## config.mk

```make
export PLATFORM = sky130hd
export DESIGN_NAME = snake_game_ctrl
export DESIGN_NICKNAME = d
export VERILOG_FILES = /design/src/rtl/snake_pkg.sv /design/src/rtl/snake_apple_picker.sv /design/src/rtl/snake_game_ctrl.sv
export SDC_FILE = /design/constraint.sdc
export NUM_CORES = 1
export LEC_CHECK = 0
export CORE_MARGIN = 4
export CORE_UTILIZATION = 40
export DETAILED_ROUTE_END_ITERATION = 6
export GPL_TIMING_DRIVEN = 0
export PLACE_DENSITY = 0.69
export SYNTH_ARGS = -nofsm -noshare
export SYNTH_HDL_FRONTEND = slang
export SYNTH_SLANG_ARGS = --single-unit
```

## constraint.sdc

```tcl
create_clock -name clk -period 2.57 [get_ports clk]
set_clock_uncertainty 0.1 [all_clocks]
set_input_delay 0.514 -clock clk [delete_from_list [all_inputs] [get_ports clk]]
set_output_delay 0.514 -clock clk [all_outputs]
set_load 0.05 [all_outputs]
```

## src/rtl/snake_pkg.sv

```systemverilog
// Shared types and helpers for the snake game controller and its apple picker.
package snake_pkg;

   typedef enum logic [1:0] {
      DIR_RIGHT = 2'b00,
      DIR_DOWN  = 2'b01,
      DIR_LEFT  = 2'b10,
      DIR_UP    = 2'b11
   } dir_t;

   typedef enum logic [1:0] {
      CELL_OFF    = 2'b00,
      CELL_GREEN  = 2'b01,
      CELL_RED    = 2'b10,
      CELL_ORANGE = 2'b11
   } cell_color_t;

   typedef enum logic [2:0] {
      ST_IDLE  = 3'd0,
      ST_INIT1 = 3'd1,
      ST_INIT2 = 3'd2,
      ST_PLACE = 3'd3,
      ST_RUN   = 3'd4,
      ST_OVER  = 3'd5
   } game_state_t;

   function automatic dir_t opposite_dir(input dir_t d);
      return dir_t'(d ^ 2'b10);
   endfunction

   // Fibonacci LFSR, taps 8,6,5,4 (maximal length, zero state unreachable).
   function automatic logic [7:0] lfsr_next(input logic [7:0] s);
      return {s[6:0], s[7] ^ s[5] ^ s[4] ^ s[3]};
   endfunction

endpackage

```

## src/rtl/snake_apple_picker.sv

```systemverilog
// Apple placement engine: random LFSR probes, then a wrapping linear scan.
// Reports a free cell on apple_we, or pulses full when every cell is occupied.
module snake_apple_picker
   import snake_pkg::*;
#(
   parameter int         GRID_W      = 8,
   parameter int         GRID_H      = 8,
   parameter int         APPLE_TRIES = 16,
   parameter logic [7:0] LFSR_SEED   = 8'hA5,
   localparam int        CELLS       = GRID_W * GRID_H,
   localparam int        IDX_W       = $clog2(CELLS)
)(
   input  logic             clk,
   input  logic             reset,
   input  logic             start,
   input  logic             occ_in,
   output logic [IDX_W-1:0] probe_idx,
   output logic [IDX_W-1:0] apple_idx,
   output logic             apple_we,
   output logic             full
);

   localparam int TRY_W  = $clog2(APPLE_TRIES + 1);
   localparam int SCAN_W = $clog2(CELLS + 1);

   logic [7:0]       lfsr_r;
   logic [IDX_W-1:0] probe_r;
   logic [IDX_W-1:0] apple_idx_r;
   logic [IDX_W-1:0] rand_idx_s;
   logic [IDX_W-1:0] probe_wrap_s;
   logic [TRY_W-1:0] try_r;
   logic [SCAN_W-1:0] scan_cnt_r;
   logic             active_r;
   logic             scan_r;
   logic             apple_we_r;
   logic             full_r;

   // Random candidate from the LFSR and the next index of the wrapping scan.
   always_comb begin
      rand_idx_s = IDX_W'({24'd0, lfsr_r} % 32'(CELLS));
      if (probe_r == IDX_W'(CELLS - 1)) begin
         probe_wrap_s = '0;
      end else begin
         probe_wrap_s = probe_r + IDX_W'(1);
      end
   end

   // One probe per cycle while active; the LFSR free-runs in every state.
   always_ff @(posedge clk or negedge reset) begin
      if (!reset) begin
         lfsr_r      <= LFSR_SEED;
         probe_r     <= '0;
         apple_idx_r <= '0;
         try_r       <= '0;
         scan_cnt_r  <= '0;
         active_r    <= 1'b0;
         scan_r      <= 1'b0;
         apple_we_r  <= 1'b0;
         full_r      <= 1'b0;
      end else begin
         lfsr_r     <= lfsr_next(lfsr_r);
         apple_we_r <= 1'b0;
         full_r     <= 1'b0;
         if (start) begin
            active_r   <= 1'b1;
            scan_r     <= 1'b0;
            try_r      <= '0;
            scan_cnt_r <= '0;
            probe_r    <= rand_idx_s;
         end else if (active_r) begin
            if (!occ_in) begin
               apple_idx_r <= probe_r;
               apple_we_r  <= 1'b1;
               active_r    <= 1'b0;
            end else if (!scan_r) begin
               if (try_r == TRY_W'(APPLE_TRIES - 1)) begin
                  scan_r  <= 1'b1;
                  probe_r <= probe_wrap_s;
               end else begin
                  try_r   <= try_r + TRY_W'(1);
                  probe_r <= rand_idx_s;
               end
            end else if (scan_cnt_r == SCAN_W'(CELLS - 1)) begin
               full_r   <= 1'b1;
               active_r <= 1'b0;
            end else begin
               scan_cnt_r <= scan_cnt_r + SCAN_W'(1);
               probe_r    <= probe_wrap_s;
            end
         end
      end
   end

   assign probe_idx = probe_r;
   assign apple_idx = apple_idx_r;
   assign apple_we  = apple_we_r;
   assign full      = full_r;

endmodule

```

## src/rtl/snake_game_ctrl.sv

```systemverilog
// Snake game sequencer: game FSM, move tick, direction filter, score and
// apple placement, driving the cell-grid control inputs.
module snake_game_ctrl
   import snake_pkg::*;
#(
   parameter int         GRID_W      = 8,
   parameter int         GRID_H      = 8,
   parameter int         TICK_DIV    = 25000000,
   parameter int         SCORE_W     = 8,
   parameter int         APPLE_TRIES = 16,
   parameter logic [7:0] LFSR_SEED   = 8'hA5,
   localparam int        IDX_W       = $clog2(GRID_W * GRID_H)
)(
   input  logic               clk,
   input  logic               reset,
   input  logic               btn_start,
   input  logic               btn_up,
   input  logic               btn_down,
   input  logic               btn_left,
   input  logic               btn_right,
   input  logic               eat_apple,
   input  logic               game_over_in,
   input  logic               occ_in,
   output logic [IDX_W-1:0]   probe_idx,
   output logic [IDX_W-1:0]   apple_idx,
   output logic               apple_we,
   output logic               grid_reset,
   output logic               grid_start,
   output logic               move_tick,
   output logic [1:0]         direction,
   output logic [SCORE_W-1:0] score,
   output logic               playing,
   output logic               game_over,
   output logic               win
);

   localparam int TICK_W = $clog2(TICK_DIV);

   game_state_t        state_r;
   dir_t               direction_r;
   dir_t               pending_r;
   dir_t               req_dir_s;
   logic [SCORE_W-1:0] score_r;
   logic [TICK_W-1:0]  tick_cnt_r;
   logic [TICK_W-1:0]  tick_next_s;
   logic               tick_last_s;
   logic               eat_prev_r;
   logic               eat_rise_s;
   logic               btn_any_s;
   logic               dir_ok_s;
   logic               grid_reset_r;
   logic               grid_start_r;
   logic               move_tick_r;
   logic               playing_r;
   logic               game_over_r;
   logic               win_r;
   logic               pick_start_r;
   logic               apple_we_s;
   logic               full_s;

   // Button priority, reversal filter, eat edge detect and tick counter step.
   always_comb begin
      btn_any_s = btn_up | btn_down | btn_left | btn_right;
      if (btn_up) begin
         req_dir_s = DIR_UP;
      end else if (btn_down) begin
         req_dir_s = DIR_DOWN;
      end else if (btn_left) begin
         req_dir_s = DIR_LEFT;
      end else begin
         req_dir_s = DIR_RIGHT;
      end
      dir_ok_s    = btn_any_s && ((state_r == ST_RUN) || (state_r == ST_PLACE))
                    && (req_dir_s != opposite_dir(direction_r));
      eat_rise_s  = eat_apple & ~eat_prev_r;
      tick_last_s = (tick_cnt_r == TICK_W'(TICK_DIV - 1));
      if (tick_last_s) begin
         tick_next_s = '0;
      end else begin
         tick_next_s = tick_cnt_r + TICK_W'(1);
      end
   end

   // Game FSM; move_tick_r tracks (RUN && counter at last count) one cycle ahead.
   always_ff @(posedge clk or negedge reset) begin
      if (!reset) begin
         state_r      <= ST_IDLE;
         direction_r  <= DIR_RIGHT;
         pending_r    <= DIR_RIGHT;
         score_r      <= '0;
         tick_cnt_r   <= '0;
         eat_prev_r   <= 1'b0;
         grid_reset_r <= 1'b1;
         grid_start_r <= 1'b0;
         move_tick_r  <= 1'b0;
         playing_r    <= 1'b0;
         game_over_r  <= 1'b0;
         win_r        <= 1'b0;
         pick_start_r <= 1'b0;
      end else begin
         eat_prev_r   <= eat_apple;
         pick_start_r <= 1'b0;
         move_tick_r  <= 1'b0;
         if (dir_ok_s) begin
            pending_r <= req_dir_s;
         end
         if (move_tick_r) begin
            direction_r <= pending_r;
         end
         case (state_r)
            ST_IDLE: begin
               if (btn_start) begin
                  state_r      <= ST_INIT1;
                  grid_start_r <= 1'b1;
               end
            end
            ST_INIT1: begin
               state_r      <= ST_INIT2;
               grid_reset_r <= 1'b0;
               grid_start_r <= 1'b0;
            end
            ST_INIT2: begin
               state_r      <= ST_PLACE;
               score_r      <= '0;
               direction_r  <= DIR_RIGHT;
               pending_r    <= DIR_RIGHT;
               tick_cnt_r   <= '0;
               playing_r    <= 1'b1;
               pick_start_r <= 1'b1;
            end
            ST_PLACE: begin
               if (apple_we_s) begin
                  state_r     <= ST_RUN;
                  move_tick_r <= tick_last_s;
               end else if (full_s) begin
                  state_r     <= ST_OVER;
                  playing_r   <= 1'b0;
                  game_over_r <= 1'b1;
                  win_r       <= 1'b1;
               end
            end
            ST_RUN: begin
               tick_cnt_r <= tick_next_s;
               if (game_over_in) begin
                  state_r     <= ST_OVER;
                  playing_r   <= 1'b0;
                  game_over_r <= 1'b1;
                  win_r       <= 1'b0;
               end else if (eat_rise_s) begin
                  state_r      <= ST_PLACE;
                  pick_start_r <= 1'b1;
                  if (score_r != {SCORE_W{1'b1}}) begin
                     score_r <= score_r + SCORE_W'(1);
                  end
               end else begin
                  move_tick_r <= (tick_next_s == TICK_W'(TICK_DIV - 1));
               end
            end
            ST_OVER: begin
               if (btn_start) begin
                  state_r      <= ST_INIT1;
                  grid_reset_r <= 1'b1;
                  grid_start_r <= 1'b1;
                  game_over_r  <= 1'b0;
                  win_r        <= 1'b0;
               end
            end
            default: begin
               state_r <= ST_IDLE;
            end
         endcase
      end
   end

   snake_apple_picker #(
      .GRID_W      (GRID_W),
      .GRID_H      (GRID_H),
      .APPLE_TRIES (APPLE_TRIES),
      .LFSR_SEED   (LFSR_SEED)
   ) u_picker (
      .clk       (clk),
      .reset     (reset),
      .start     (pick_start_r),
      .occ_in    (occ_in),
      .probe_idx (probe_idx),
      .apple_idx (apple_idx),
      .apple_we  (apple_we_s),
      .full      (full_s)
   );

   assign apple_we   = apple_we_s;
   assign grid_reset = grid_reset_r;
   assign grid_start = grid_start_r;
   assign move_tick  = move_tick_r;
   assign direction  = direction_r;
   assign score      = score_r;
   assign playing    = playing_r;
   assign game_over  = game_over_r;
   assign win        = win_r;

endmodule

```

==> impl_metrics.ini, run 1 <==
[floorplan]
core_area_mm2 = 0.0108
num_rows = 38
die_x_um = 113
die_area_mm2 = 0.0128
dieHeight_um = 113
io_pins = 39
initial_core_util_pct = 40.8

[yosys]
synthArstFlopShare_pct = 100
synth_top_family_by_area = simple AND/OR/NAND/NOR gates
yosys.area_share.simple_pct = 22.9
synth_warnings = 0
synth_top_area_share_pct = 44.8
synthMuxAreaShare_pct = 3.38
yosysUniqueCellTypes = 61
syn_area_mm2 = 0.00441
synthAdderAreaFrac_pct = 1.70
synthTopCellsByCount = 79 x dfrtp_1, 63 x nor2_1, 48 x o21ai_0
synth-seq-cells = 84
netlist_instances = 469
ys_top_cells_by_area = dfrtp_1 45%, o21ai_0 5.4%, nor2_1 5.4%
ys_seq_area_share_pct = 47.8
synth_compound_area_share_pct = 16.6
synth_nets = 485
synth_xor_xnor_area_share_pct = 4.17
syn_avg_cell_area_um2 = 9.40
yosysMostFrequentCell = dfrtp_1
synthFlopType = dfrtp_1
synth_edf_count = 0
synth_top_cell_by_area = dfrtp_1

[clocking]
cts-root-buf = clkbuf_8
clock-sinks = 84
clk_latency_ns = 0.36
clockBufferDepth = 2
cts_tree = yes
numCtsBuffers = 9
path_clk_slew_ns = 0.10
htreeDepth = 3

[sta]
worstMarginPinSlew_ns = 0.592
finalSetupViolations = 0
finalCritPeriodShare_pct = 94.3
fin_crit_ns = 2.42
fin_ws_ns = 0.145
drv_slew = 0
hold_viol_final = 0
max_freq_mhz = 412
slew_headroom_pct = 60.4
grt_setup_unrepaired = false

[detailed_routing]
wl_per_cell_um = 14.9
viasPerCell = 5.51
drtIter0Drc = 214
dr.pass1.iters = 4
finalWirelength_mm = 9.91
ant_nets = 0
route.detailed.drc = 0
vias = 3664

[setup_path]
worstSetupPathType = in2reg
path_cells = clkdlybuf4s50_1, nor2b_1, a31oi_1, a311oi_4, or3b_1, xor2_1, nor2_1
cp-end-kind = register
crit_arrival_ns = 2.57
cp_max_fo = 10
startpoint_type = input pin
cp.buffers_inverters = 1
crit_slowest_cell = clkdlybuf4s50_1
slowest_delay_ns = 0.53
cp_top_family = compound AO/OA/AOI/OAI gates
required_ns = 2.72

[grt]
grt_overflow_total = 0
antenna_found_initial = 0
grt_pass1_vias = 3624
grt_pass1_wl_mm = 17.1
track_usage_pct = 16.2
grt_start_max_net_pins = 65

[placement]
place_congestion = 0.884
numPortBuffers = 38
placed_cells = 648
pre_cts_slack_ns = -0.236
dpl.hpwl_mm = 6.94

[finish]
instances_no_fill = 665
multi_input_area_mm2 = 0.00215
num-nets-final = 536
fillers = 1022
area_delta_synth_final_pct = 17.6
num_antenna_cells = 0
drive_above_1_share_pct = 11.2
ff_latch_area_mm2 = 0.00211

[status]
status = completed

[run]
drv_cap = 0

[hold_path]
hold_class = reg2reg

[power]
irDropWorstVdd_v = 0.000824
power.leakage_nw = 2.14
p_per_area_mw_per_mm2 = 752
## final cells by class
type,count,share of cell area (%)
inverters,10,0.724
well taps,140,3.38
multi-input cells,353,41.5
flip-flops and latches,84,40.7
clock buffers,9,2.39
plain buffers,22,2.20
repair buffers,40,8.01
clock inverters,7,1.13
## worst register-to-register path, stage by stage, from the launching register on
cell	delay, ns
dfrtp_1	0.42
ha_2	0.28
nand2_1	0.19
or4b_1	0.54
a2111oi_2	0.31
o32a_1	0.22
nand4_1	0.10
o21ai_1	0.18
## state kept, by name, summed over array words and instances (netlist names), 2 cells and up
| name | cells |
|---|---|
| direction | 2 |
| u_picker.apple_idx | 6 |
| u_picker.try_r | 5 |
| u_picker.probe_idx | 6 |
| u_picker.lfsr_r | 8 |
| state_r | 3 |
| u_picker.scan_cnt_r | 7 |
| tick_cnt_r | 25 |
| pending_r | 2 |
| score | 8 |
## worst paths after layout
check	from	to	slack, ns	cells after the start
hold / removal	u_picker.lfsr_r[6]	u_picker.lfsr_r[7]	0.26	0
setup / recovery	eat_apple	score[6]	0.15	7
min in group asynchronous	reset	tick_cnt_r[13]	0.49	2
setup reg to reg	tick_cnt_r[1]	move_tick	0.16	7
max in group asynchronous	reset	u_picker.lfsr_r[0]	1.25	3
hold reg to reg	u_picker.lfsr_r[6]	u_picker.lfsr_r[7]	0.26	0
## cell families after synthesis
logic type,Yosys count
compound gates,116
xor+xnor,21
fa+ha+maj,6
buf+inv,32
flops,84
mux,14
simple gates,196
## layer usage
metal | routed length (um) | track usage, %
met1 | 4610 | 21.1
met2 | 4820 | 26.7
met4 | 94 | 5.53
met5 | 0 | 0
met3 | 383 | 3.53
## cell usage in the layout, fill, tap and decap left out, drive strengths merged, types with 5 or more instances in the layout
master and n:
dfrtp 79, nor2 65, o21ai 52, nand2 42, clkdlybuf4s50 37, a21oi 23, clkbuf 20, nand3 17
nand4 15, xor2 14, o31ai 14, buf 13, inv 12, nor3 11, nor2b 7, xnor2 7
a31oi 7, mux2 7, mux2i 7, nand2b 6, and3 6, ha 6, o41ai 5, dfstp 5
## power breakdown
| part | leakage (nW) | total, mW | switching [mW] | internal [mW] |
|---|---|---|---|---|
| logic | 0.951 | 1.35 | 0.887 | 0.462 |
| registers | 1.10 | 1.67 | 0.161 | 1.51 |
| clock network | 0.0917 | 0.880 | 0.516 | 0.364 |
| total | 2.14 | 3.90 | 1.56 | 2.33 |
## repair_timing
action                     4_1_cts  5_1_grt
hold endpoints to repair        20        0
setup buffers                    0        0
setup endpoints to repair        0       18
hold buffers                     1        0
gates resized for setup          0        3
## through the flow
step,instance area [um^2],hold slack (ns),total power [mW],util (%),setup TNS [ns]
3_5_place_dp,4990,0.248,3.04,46.2,-0.241
5_1_grt,5180,0.265,4.15,48.0,0
2_1_floorplan,4410,0.118,2.60,-,0
6_report,5180,0.257,3.90,48.0,0
4_1_cts,5180,0.263,3.93,48.0,0
3_3_place_gp,4960,0.239,3.01,46.0,-177.95
(Power assumes the default switching activity.)
==> run 2: changes to the inputs <==
CORE_MARGIN = 1.5   (was 4)
==> impl_metrics.ini, run 2 (synthesized netlist as in run 1, its figures left out) <==
[setup_path]
startpoint_type = register
path_cells = ha_2, nand2_1, or4b_1, a2111oi_2, o32a_1, nand4_1, o21ai_1
cp_max_fo = 7
reg2reg_depth = 7
crit_arrival_ns = 2.61
slowest_delay_ns = 0.52
worstSetupPathType = reg2reg
cp-end-kind = register
required_ns = 2.75
crit_slowest_cell = or4b_1

[grt]
grt_start_max_net_pins = 68
met1_usage_pct = 22.6
antenna_found_initial = 0
busiest_layer = met2
track_usage_pct = 17.4
grt_pass1_wl_mm = 16.2
use_met3_pct = 4.28
grt_use_met2_pct = 28.6
grt_overflow_total = 0
grt_pass1_vias = 3604

[floorplan]
num_rows = 38
core_area_mm2 = 0.0108
die_area_mm2 = 0.0117
dieHeight_um = 108
io_pins = 39
die_x_um = 108
initial_core_util_pct = 40.8

[clocking]
cts_tree = yes
htreeDepth = 3
clockBufferDepth = 2
numCtsBuffers = 9
cts-root-buf = clkbuf_8
clk_latency_ns = 0.37
path_clk_slew_ns = 0.09
clock-sinks = 84
post_cts_buffers = 0

[sta]
grt_setup_unrepaired = false
worstMarginPinSlew_ns = 0.605
holdWs_ns = 0.266
finalSetupViolations = 0
hold_viol_final = 0
fin_crit_ns = 2.44
fin_ws_ns = 0.134
max_freq_mhz = 410
finalCritPeriodShare_pct = 94.8
slew_headroom_pct = 59.3
tns_ns = 0
drv_slew = 0

[finish]
drive_above_1_share_pct = 11.0
fin_util_pct = 48.1
regMostFlops = tick_cnt_r
postLayoutCellArea_mm2 = 0.00519
instances_no_fill = 665
final_common_cell = dfrtp_1
num-nets-final = 536
largest_register_ffs = 25
num_antenna_cells = 0
area_delta_synth_final_pct = 17.9
most-common-layout-cells = 79 x dfrtp_1, 63 x nor2_1, 48 x o21ai_0, 42 x nand2_1, 37 x clkdlybuf4s50_1

[hold_path]
min_delay_path_depth = 0
hold_class = reg2reg

[placement]
dpl.hpwl_mm = 6.75
numPortBuffers = 38
placed_cells = 648
pre_cts_slack_ns = -0.214
place_area_mm2 = 0.00499
place_congestion = 0.853

[status]
status = completed

[power]
p_per_area_mw_per_mm2 = 759
irDropWorstVdd_v = 0.000776
p_total_mw = 3.94
power.leakage_nw = 2.14

[detailed_routing]
vias = 3656
finalWirelength_mm = 9.53
viasPerCell = 5.50
ant_nets = 0
drtIter0Drc = 201
wl_per_cell_um = 14.3
dr.pass1.iters = 4
route.detailed.drc = 0

[run]
drv_cap = 0
run 2: cell types whose count changed in the layout (fill, tap and decap cells not counted):
cell,change
inv_8,+1
dfrtp_2,-1
dfrtp_1,+1
clkinv_2,-1
clkinv_4,-3
clkinv_8,+1
clkinvlp_4,+2
run 2: report_power, final:
part           internal (mW)  switching [mW]
logic                  0.464           0.890
clock network          0.375           0.547
registers               1.51           0.160
total                   2.35            1.60
run 2: critical path: cells and delay by family (launching register included):
kind	cells	cell delay, ns
and+or+nand+nor	3	0.81
adders and majority gates	1	0.29
AOI/OAI and AO/OA	3	0.72
DFF	1	0.45
run 2: final timing paths:
kind | endpoint | slack, ns | start
worst max-delay path | move_tick | 0.13 | tick_cnt_r[0]
worst max register to register | move_tick | 0.13 | tick_cnt_r[0]
worst min register to register | u_picker.lfsr_r[7] | 0.27 | u_picker.lfsr_r[6]
max in group asynchronous | grid_reset | 1.27 | reset
worst min-delay path | u_picker.lfsr_r[7] | 0.27 | u_picker.lfsr_r[6]
min in group asynchronous | u_picker.scan_cnt_r[0] | 0.46 | reset
run 2: layout make-up:
cell class,instances,area (um^2)
Fill cell,1032,5600
Multi-Input combinational cell,353,2150
Sequential cell,84,2110
Timing Repair Buffer,40,415
Tap cell,140,175
Clock buffer,9,124
Buffer,22,114
Clock inverter,7,70.1
Inverter,10,37.5
run 2: what timing repair did:
item	4_1_cts	5_1_grt
endpoints found under the setup margin	0	18
resized for setup	0	2
hold buffers	1	0
endpoints found under the hold margin	17	0
run 2: per-layer routing:
| metal | vias up | wire [um] | part of all wire (%) |
|---|---|---|---|
| li1 | 1794 | - | - |
| met1 | 1768 | 4450 | 47 |
| met2 | 80 | 4530 | 47 |
| met3 | 14 | 439 | 4.6 |
| met4 | 0 | 112 | 1.2 |
| met5 | - | 0 | 0 |
==> run 3: changes to the inputs <==
CTS_CLUSTER_SIZE = 30   (was default)
SETUP_SLACK_MARGIN = 0.2   (was default)
==> impl_metrics.ini, run 3 (synthesized netlist as in run 1, its figures left out) <==
[floorplan]
io_pins = 39
die_x_um = 108
num_rows = 38
die_area_mm2 = 0.0117
dieHeight_um = 108
core_area_mm2 = 0.0108
initial_core_util_pct = 40.8

[power]
p_total_mw = 3.98
netSwitchingPower_mw = 1.62
intPower_mw = 2.37
power_frac_comb_pct = 34.9
power.leakage_nw = 2.19
swShare_pct = 40.6
seq_power_share_pct = 41.9
p_per_area_mw_per_mm2 = 752
irDropWorstVdd_v = 0.000779
clkPwrFrac_pct = 23.1

[clocking]
clockBufferDepth = 2
clock-sinks = 84
path_clk_slew_ns = 0.09
numCtsBuffers = 9
htreeDepth = 3
cts-root-buf = clkbuf_8
clk_latency_ns = 0.37
cts_tree = yes

[setup_path]
crit_slowest_cell = clkdlybuf4s50_1
reg2reg_depth = 7
rrSetupSlack_ns = 0.32
cp.buffers_inverters = 1
slowest_delay_ns = 0.79
rr_endpoint = move_tick
timing.rr.start = tick_cnt_r[12]
startpoint_type = register
worstSetupPathType = reg2out
required_ns = 1.96
path_cells = clkdlybuf4s50_1
cp_max_fo = 2
cp_top_family = buffers and inverters
crit_arrival_ns = 1.69
cp-end-kind = primary output

[status]
status = completed

[finish]
regMostFlops = tick_cnt_r
multi_input_area_mm2 = 0.00220
fillers = 1021
most-common-layout-cells = 77 x dfrtp_1, 61 x nor2_1, 48 x o21ai_0, 41 x nand2_1, 36 x clkdlybuf4s50_1
num-nets-final = 542
ff_latch_area_mm2 = 0.00211
drive_above_1_share_pct = 13.7
num_antenna_cells = 0
postLayoutCellArea_mm2 = 0.00530
largest_register_ffs = 25
area_delta_synth_final_pct = 20.2
final_common_cell = dfrtp_1
fin_util_pct = 49.1

[grt]
grt_pass1_vias = 3604
antenna_found_initial = 0
grt_start_max_net_pins = 68
grt_pass1_wl_mm = 16.2
track_usage_pct = 17.4
grt_overflow_total = 0

[sta]
max_freq_mhz = 435
finalCritPeriodShare_pct = 89.5
slew_headroom_pct = 60.7
drv_slew = 0
hold_viol_final = 0
grt_setup_unrepaired = false
fin_crit_ns = 2.30
finalSetupViolations = 0
worstMarginPinSlew_ns = 0.587
fin_ws_ns = 0.270

[placement]
place_congestion = 0.853
pre_cts_slack_ns = -0.214
dpl.hpwl_mm = 6.75
place_area_mm2 = 0.00499
numPortBuffers = 38

[detailed_routing]
drtIter0Drc = 266
route.detailed.drc = 0
top_layer_used = met4
drt-met1-wl_mm = 4.55
viasPerCell = 5.52
ant_nets = 0
finalWirelength_mm = 9.79
wl_per_cell_um = 14.6
wl_met2_mm = 4.67
met3WireLength_um = 457
vias = 3702
dr.pass1.iters = 4

[hold_path]
min_delay_path_depth = 0
hold_class = reg2reg
worstHoldEndpoint = u_picker.lfsr_r[7]
hp-start = u_picker.lfsr_r[6]

[run]
drv_cap = 0
-- run 3: how the worst max path moves through the flow --
stage,slack [ns],cells after the start,from,endpoint
2_1_floorplan,0.30,7,score[0],score[6]
3_3_place_gp,-2.18,1,reset,score[3]
3_5_place_dp,-0.21,7,eat_apple,score[6]
4_1_cts,0.19,7,tick_cnt_r[1],move_tick
5_1_grt,0.16,7,eat_apple,score[6]
6_report,0.27,1,grid_reset,grid_reset
-- run 3: worst reg2reg max path, stage by stage (launching register included) --
cell and delay [ns]:
dfrtp_1 0.33, buf_2 0.18, nand4_1 0.24, or4_4 0.59
xnor2_1 0.15, a221oi_1 0.26, nand4_1 0.13, o21ai_1 0.19
-- run 3: power by group through the flow --
| stage | logic [mW] | clock network [mW] | registers (mW) |
|---|---|---|---|
| 2_1_floorplan | 0.618 | 0 | 1.98 |
| 3_3_place_gp | 1.32 | 0 | 1.68 |
| 3_5_place_dp | 1.35 | 0 | 1.69 |
| 4_1_cts | 1.36 | 0.954 | 1.67 |
| 5_1_grt | 1.50 | 1.00 | 1.70 |
| 6_report | 1.39 | 0.922 | 1.67 |
-- run 3: layer usage --
layer,up-vias,track usage (%)
met1,1786,22.6
met5,-,0
met3,14,4.28
met2,90,28.6
met4,0,5.64
li1,1812,-
-- run 3: final cells by class --
cell class	instances	share of cell area [%]
Inverter	10	0.732
Timing Repair Buffer	46	8.69
Buffer	22	2.22
Clock buffer	9	2.34
Multi-Input combinational cell	353	41.6
Tap cell	140	3.31
Sequential cell	84	39.8
Clock inverter	7	1.32
-- run 3: per-stage QoR --
step | cells | setup TNS (ns) | hold WS (ns)
after CTS | 665 | 0 | 0.271
after detailed placement | 648 | -0.217 | 0.252
after global routing | 671 | 0 | 0.277
after global placement | 647 | -177.82 | 0.238
final | 671 | 0 | 0.266
after floorplan | 469 | 0 | 0.118
-- run 3: timing repair --
action	4_1_cts	5_1_grt
pin swaps	1	3
cloned	0	1
hold buffers	1	0
endpoints found under the hold margin	17	0
setup buffers	0	5
endpoints found under the setup margin	20	29
resized for setup	3	13
